===== config.mk =====
export PLATFORM = sky130hd
export DESIGN_NAME = ppu_vram_arbiter
export DESIGN_NICKNAME = d
export VERILOG_FILES = /design/src/rtl/ppu_vram_arbiter_pkg.sv /design/src/rtl/ppu_vram_arbiter_addr_decode.sv /design/src/rtl/ppu_vram_arbiter.sv
export SDC_FILE = /design/constraint.sdc
export NUM_CORES = 1
export LEC_CHECK = 0
export BUFFER_PORTS_ARGS = -buffer_cell sky130_fd_sc_hd__buf_2
export CAP_MARGIN = 20
export CORE_MARGIN = 2
export CORE_UTILIZATION = 28
export CTS_BUF_LIST = sky130_fd_sc_hd__clkbuf_2
export DETAILED_ROUTE_END_ITERATION = 16
export RECOVER_POWER = 25
export SETUP_SLACK_MARGIN = 0.5
export SYNTH_ARGS = -nofsm -noshare
export SYNTH_HDL_FRONTEND = slang
export SYNTH_SLANG_ARGS = --single-unit

===== constraint.sdc =====
create_clock -name clk -period 2.19 [get_ports clk]
set_input_delay 0.438 -clock clk [delete_from_list [all_inputs] [get_ports clk]]
set_output_delay 0.438 -clock clk [all_outputs]
set_load 0.03 [all_outputs]

===== src/rtl/ppu_vram_arbiter_pkg.sv =====
// Shared types and constants for the PPU VRAM arbiter: target codes,
// PPU address map boundaries, CPU access FSM states and pipeline tags.
package ppu_vram_arbiter_pkg;

   typedef enum logic [1:0] {
      TGT_CHR   = 2'd0,
      TGT_CIRAM = 2'd1,
      TGT_PAL   = 2'd2
   } tgt_e;

   typedef enum logic [1:0] {
      C_IDLE,
      C_WAIT,
      C_ISSUE,
      C_DATA
   } cpu_state_e;

   typedef enum logic {
      OWN_BG  = 1'b0,
      OWN_CPU = 1'b1
   } owner_e;

   typedef struct packed {
      logic   valid;
      owner_e owner;
      tgt_e   target;
   } pipe_tag_t;

   localparam logic [13:0] PPU_NT_BASE  = 14'h2000;
   localparam logic [13:0] PPU_PAL_BASE = 14'h3F00;

   // Sprite-palette entry 0 of each group aliases the matching background entry.
   function automatic logic [4:0] pal_fold(input logic [4:0] a);
      return {a[4] & (a[1:0] != 2'b00), a[3:0]};
   endfunction

endpackage


===== src/rtl/ppu_vram_arbiter_addr_decode.sv =====
// PPU address decoder: selects CHR / CIRAM / palette and forms the
// per-memory addresses, including nametable and palette mirroring.
module ppu_addr_decode
   import ppu_vram_arbiter_pkg::*;
(
   input  logic [13:0] a,
   input  logic        mirror_v,
   output logic [1:0]  target,
   output logic [12:0] chr_addr,
   output logic [10:0] ciram_addr,
   output logic [4:0]  pal_addr
);

   // Range decode and mirrored address formation.
   always_comb begin
      target = TGT_CIRAM;
      if (a < PPU_NT_BASE) begin
         target = TGT_CHR;
      end else if (a >= PPU_PAL_BASE) begin
         target = TGT_PAL;
      end
      chr_addr   = a[12:0];
      ciram_addr = {(mirror_v ? a[10] : a[11]), a[9:0]};
      pal_addr   = pal_fold(a[4:0]);
   end

endmodule


===== src/rtl/ppu_vram_arbiter.sv =====
// PPU memory arbiter: renderer reads have fixed priority, CPU PPUDATA
// accesses fill free slots. Registered bus, 2-cycle read return routed
// by a per-stage pipeline tag.
module ppu_vram_arbiter
   import ppu_vram_arbiter_pkg::*;
#(
   parameter int unsigned CPU_MAX_WAIT = 16,
   parameter int unsigned CHR_RAM      = 0
)(
   input  logic        clk,
   input  logic        rst,
   input  logic        mirror_v,
   input  logic        bg_rd,
   input  logic [13:0] bg_addr,
   output logic        bg_rvalid,
   output logic [7:0]  bg_rdata,
   input  logic        cpu_req,
   input  logic        cpu_we,
   input  logic [13:0] cpu_addr,
   input  logic [7:0]  cpu_wdata,
   output logic        cpu_ack,
   output logic [7:0]  cpu_rdata,
   output logic [7:0]  mem_wdata,
   output logic        chr_rd,
   output logic        chr_we,
   output logic [12:0] chr_addr,
   input  logic [7:0]  chr_rdata,
   output logic [10:0] ciram_addr,
   output logic        ciram_we,
   input  logic [7:0]  ciram_rdata,
   output logic [4:0]  pal_addr,
   output logic        pal_we,
   input  logic [5:0]  pal_rdata,
   output logic        stall_err
);

   cpu_state_e state, state_nxt;
   logic       cpu_we_q;
   logic [4:0] wait_cnt;
   pipe_tag_t  tag1, tag2;
   logic       issue_cpu;
   logic       bg_take, cpu_take;
   logic [7:0] rd_mux, bg_rdata_q, cpu_rdata_q;

   logic [1:0]  bg_tgt, cpu_tgt;
   logic [12:0] bg_chr_a, cpu_chr_a;
   logic [10:0] bg_ciram_a, cpu_ciram_a;
   logic [4:0]  bg_pal_a, cpu_pal_a;

   ppu_addr_decode u_dec_bg (
      .a          (bg_addr),
      .mirror_v   (mirror_v),
      .target     (bg_tgt),
      .chr_addr   (bg_chr_a),
      .ciram_addr (bg_ciram_a),
      .pal_addr   (bg_pal_a)
   );

   ppu_addr_decode u_dec_cpu (
      .a          (cpu_addr),
      .mirror_v   (mirror_v),
      .target     (cpu_tgt),
      .chr_addr   (cpu_chr_a),
      .ciram_addr (cpu_ciram_a),
      .pal_addr   (cpu_pal_a)
   );

   // CPU FSM state register.
   always_ff @(posedge clk) begin
      if (rst) state <= C_IDLE;
      else     state <= state_nxt;
   end

   // CPU FSM next state; renderer strobe blocks the CPU issue slot.
   always_comb begin
      state_nxt = state;
      issue_cpu = 1'b0;
      case (state)
         C_IDLE:  if (cpu_req) state_nxt = C_WAIT;
         C_WAIT:  if (!bg_rd) begin
                     state_nxt = C_ISSUE;
                     issue_cpu = 1'b1;
                  end
         C_ISSUE: state_nxt = cpu_we_q ? C_IDLE : C_DATA;
         C_DATA:  state_nxt = C_IDLE;
         default: state_nxt = C_IDLE;
      endcase
   end

   // CPU direction latch, wait counter and sticky stall flag.
   always_ff @(posedge clk) begin
      if (rst) begin
         cpu_we_q  <= 1'b0;
         wait_cnt  <= '0;
         stall_err <= 1'b0;
      end else begin
         if (state == C_IDLE && cpu_req) begin
            wait_cnt <= '0;
         end else if (state == C_WAIT && wait_cnt != '1) begin
            wait_cnt <= wait_cnt + 5'd1;
         end
         if (issue_cpu) cpu_we_q <= cpu_we;
         if (state == C_WAIT && 32'(wait_cnt) > CPU_MAX_WAIT) stall_err <= 1'b1;
      end
   end

   // Registered memory bus and pipeline tags; the bus registers double as
   // the CPU address/data latch, so only the direction is held separately.
   always_ff @(posedge clk) begin
      if (rst) begin
         chr_addr   <= '0;
         ciram_addr <= '0;
         pal_addr   <= '0;
         mem_wdata  <= '0;
         chr_rd     <= 1'b0;
         chr_we     <= 1'b0;
         ciram_we   <= 1'b0;
         pal_we     <= 1'b0;
         tag1       <= '0;
         tag2       <= '0;
      end else begin
         chr_rd   <= 1'b0;
         chr_we   <= 1'b0;
         ciram_we <= 1'b0;
         pal_we   <= 1'b0;
         tag1     <= '0;
         tag2     <= tag1;
         if (bg_rd) begin
            chr_addr   <= bg_chr_a;
            ciram_addr <= bg_ciram_a;
            pal_addr   <= bg_pal_a;
            chr_rd     <= (bg_tgt == TGT_CHR);
            tag1       <= '{valid: 1'b1, owner: OWN_BG, target: tgt_e'(bg_tgt)};
         end else if (issue_cpu) begin
            chr_addr   <= cpu_chr_a;
            ciram_addr <= cpu_ciram_a;
            pal_addr   <= cpu_pal_a;
            mem_wdata  <= cpu_wdata;
            tag1       <= '{valid: 1'b1, owner: OWN_CPU, target: tgt_e'(cpu_tgt)};
            if (cpu_we) begin
               case (tgt_e'(cpu_tgt))
                  TGT_CHR:   chr_we   <= (CHR_RAM != 0);
                  TGT_CIRAM: ciram_we <= 1'b1;
                  TGT_PAL:   pal_we   <= 1'b1;
                  default:   ;
               endcase
            end else begin
               chr_rd <= (cpu_tgt == TGT_CHR);
            end
         end
      end
   end

   // Return-data mux selected by the stage-2 tag.
   always_comb begin
      rd_mux = '0;
      case (tag2.target)
         TGT_CHR:   rd_mux = chr_rdata;
         TGT_CIRAM: rd_mux = ciram_rdata;
         TGT_PAL:   rd_mux = {2'b00, pal_rdata};
         default:   rd_mux = '0;
      endcase
   end

   // Completion strobes and read data; rst suppresses in-flight returns.
   always_comb begin
      bg_take   = !rst && tag2.valid && (tag2.owner == OWN_BG);
      cpu_take  = !rst && (state == C_DATA);
      bg_rvalid = bg_take;
      bg_rdata  = bg_take ? rd_mux : bg_rdata_q;
      cpu_ack   = !rst && ((state == C_ISSUE && cpu_we_q) || state == C_DATA);
      cpu_rdata = cpu_take ? rd_mux : cpu_rdata_q;
   end

   // Hold registers so read data stays stable between completions.
   always_ff @(posedge clk) begin
      if (rst) begin
         bg_rdata_q  <= '0;
         cpu_rdata_q <= '0;
      end else begin
         if (bg_take)  bg_rdata_q  <= rd_mux;
         if (cpu_take) cpu_rdata_q <= rd_mux;
      end
   end

endmodule


==> impl_metrics.toml <==
[run_status]
status = "finished, violations left"
failed_checks = "setup timing"

[setup_path]
cp_max_fo = 8
worst-endpoint-required_ns = 1.75
cp.arrival_ns = 1.76
setup.worst_path.end_class = "output pin"
timing_worst_setup_path_type = "flip-flop to output pin"
critPathLaunchType = "flip-flop"

[synthesis]
post-synth-top-area-cell = "sky130_fd_sc_hd__dfxtp_1"
seq_area_frac_synth = 0.418
synth_enable_flop_cells = 0
synth-adder-area-share = 0.0133
synth_top_family_by_area = "compound AO/OA/AOI/OAI gates"
yosys.area_share.simple = 0.209
yosysMostFrequentCell = "sky130_fd_sc_hd__dfxtp_1"
synthTopCellsByCount = "59 x sky130_fd_sc_hd__dfxtp_1, 46 x sky130_fd_sc_hd__nand2_1, 34 x sky130_fd_sc_hd__a21oi_1"
post_synth.cell_area_avg_um2 = 8.90
synth.top_cells.by_area = "sky130_fd_sc_hd__dfxtp_1 42%, sky130_fd_sc_hd__nand2_1 6.1%, sky130_fd_sc_hd__a21oi_1 6.0%"
synthDistinctLibCells = 53
post_synth_mux_area_share = 0.0319
ys_dominant_reg_cell = "sky130_fd_sc_hd__dfxtp_1"
share_of_the_synthesized_area_in_the_top_cell_type = 0.418
synth_cells = 317
synth_nets = 384
synth.yosys.warnings = 0
synth-compound-area-share = 0.228
synth_xor_area_frac = 0.00621
post_synth_instance_area_um2 = 2820
async_reset_ff_frac = 0
ys_ff_latch = 59

[sta]
hold_slack_ns = 0.179
post-route-min-period_ns = 2.20
timing_max_transition_violations_final = 0
grt_setup_unrepaired = "true"
post_layout_worst_setup_margin_ns = -0.00975
finalHoldViolCount = 0
final_min_period_over_clock_period = 1.00
slew_headroom = 0.386
tightestPinTransition_ns = 0.921
max_clock_freq_ghz = 0.455
setup_viol = 5
fin_worst_skew_ns = 0.0166

[placement]
dp_hpwl_um = 5420
io_buffer_count = 122
final_weighted_congestion_in_routability_driven_placement = 0.801

[pwr]
irDropWorstVdd_mv = 0.243
power-per-cell-area_nw_per_um2 = 622
p_leak_nw = 1.66

[die]
die_w_um = 104
num_io_pins = 124
die_h_um = 104
die_area_um2 = 10900
start_util = 0.289
core_um2 = 9770
row_count = 36

[clocking]
cts_tree = "built"
clock_path_buffers = 2
cts_root_buffer = "sky130_fd_sc_hd__clkbuf_2"
clk-insertion-delay-late_ns = 0.47
post_cts_hold_buffer_count = 0
numCtsBuffers = 9
numClockSinks = 59
clk_pin_slew_worst_paths_ns = 0.17
cts_htree_levels = 3

[global_routing]
grt_first_pass_wirelength_um = 12600
maximum_number_of_pins_on_one_net_before_global_route_repair = 33
number_of_global_route_vias_before_repair = 2727
number_of_antenna_violations_at_the_first_check_in_global_routing = 0
grt-ovfl-total = 0
grt_resource_usage_total = 0.144

[final_layout]
postLayoutCoreUtil = 0.398
final_layout_size_suffix_gt1_frac = 0.485
area_of_combinational_cells_with_multiple_inputs_um2 = 1510
layout_overhead_on_the_synthesized_area_pct = 37.8
seq_area_um2 = 1190
fin_nets = 503
final.fill_count = 1036
diodes = 0

[routing]
via_per_inst = 4.74
firstDrtPassIters = 4
wirelength_um = 7850
drt_drc_violations_left = 0
detail_route.iter0.violations = 92
drtAntennaViolNets = 0
route.vias.total = 2720
mean_routed_wirelength_per_cell_um = 13.7

[worst_hold_path]
hold_removal_path_class = "input pin to flip-flop"

[job]
cap_viol_max_count = 0
layout make-up:
type                       instances  share of cell area
clock buffer                      10              0.0129
multi-input combinational        217               0.388
timing repair buffer             144               0.230
inverter                           5             0.00515
sequential                        59               0.307
tap                              133              0.0428
clock inverter                     6              0.0145
power breakdown:
part,internal (mW),switching [mW],total (mW)
clock network,0.259,0.415,0.674
logic,0.230,0.359,0.589
registers,1.12,0.0309,1.15
total,1.61,0.804,2.42
cell families (layout without fill, tap and decap cells):
kind of cell    after synthesis  in the layout
simple gates                114            115
flops                        59             59
compound gates               88             88
buf+inv                      42            165
mux                           8              8
xor+xnor                      2              2
other cells                   1              1
fa+ha+maj                     3              3
registers in the layout (all words and copies together) (netlist names):
name	cells
chr_addr	13
bg_rdata_q	8
cpu_rdata_q	8
mem_wdata	8
wait_cnt	5
tag1	4
tag2	4
state	2
chr_rd	1
ciram_addr	1
ciram_we	1
cpu_we_q	1
pal_addr	1
pal_we	1
stall_err	1
stage by stage:
| stage | setup slack [ns] | total power [mW] | TNS [ns] | std cells | area, um2 |
|---|---|---|---|---|---|
| 2_1_floorplan | 0.391 | 1.57 | 0 | 317 | 2870 |
| 3_3_place_gp | 0.188 | 1.70 | 0 | 546 | 3510 |
| 3_5_place_dp | 0.164 | 1.71 | 0 | 546 | 3510 |
| 4_1_cts | -0.0891 | 2.46 | -1.06 | 570 | 3830 |
| 5_1_grt | -0.147 | 2.56 | -2.10 | 574 | 3890 |
| 6_report | -0.00975 | 2.42 | -0.0202 | 574 | 3890 |
final timing paths:
path | startpoint | to | slack (ns) | cells past startpoint
hold / removal | cpu_wdata[3] | mem_wdata[3]$_SDFFE_PP0P_ | 0.18 | 3
setup / recovery | tag2[0]$_SDFF_PP0_ | cpu_rdata[0] | -0.01 | 4
hold reg to reg | tag1[3]$_SDFF_PP0_ | tag2[3]$_SDFF_PP0_ | 0.46 | 1
setup reg to reg | wait_cnt[0]$_SDFFE_PP0P_ | wait_cnt[3]$_SDFFE_PP0P_ | 0.58 | 5
routing by layer:
layer	vias up	track usage	part of all wire
li1	1351	-	-
met1	1264	0.162	0.43
met2	92	0.250	0.49
met3	13	0.0564	0.063
met4	0	0.0444	0.018
met5	-	0	0
cells in the final DEF (no fill, tap or decap), types with 9 or more instances in the layout:
| master | instances |
|---|---|
| sky130_fd_sc_hd__dfxtp_1 | 54 |
| sky130_fd_sc_hd__buf_6 | 12 |
| sky130_fd_sc_hd__o21ai_0 | 12 |
| sky130_fd_sc_hd__a21oi_2 | 10 |
| sky130_fd_sc_hd__buf_2 | 103 |
| sky130_fd_sc_hd__a21oi_1 | 24 |
| sky130_fd_sc_hd__buf_4 | 24 |
| sky130_fd_sc_hd__nor2_1 | 28 |
| sky130_fd_sc_hd__clkbuf_2 | 10 |
| sky130_fd_sc_hd__nand2_1 | 46 |
| sky130_fd_sc_hd__a311oi_2 | 9 |
critical path, stage by stage, from the launching register on:
cell and delay, ns:
sky130_fd_sc_hd__dfxtp_4 0.47, sky130_fd_sc_hd__mux2_2 0.36, sky130_fd_sc_hd__a22oi_2 0.19, sky130_fd_sc_hd__a21oi_1 0.10, sky130_fd_sc_hd__buf_4 0.17
timing repair:
item | 4_1_cts | 5_1_grt
setup endpoints to repair | 19 | 20
gates cloned | 0 | 1
buffers inserted | 8 | 3
pin swaps | 8 | 5
resized for setup | 50 | 8
Note: power is estimated with default switching activity, not from simulation.
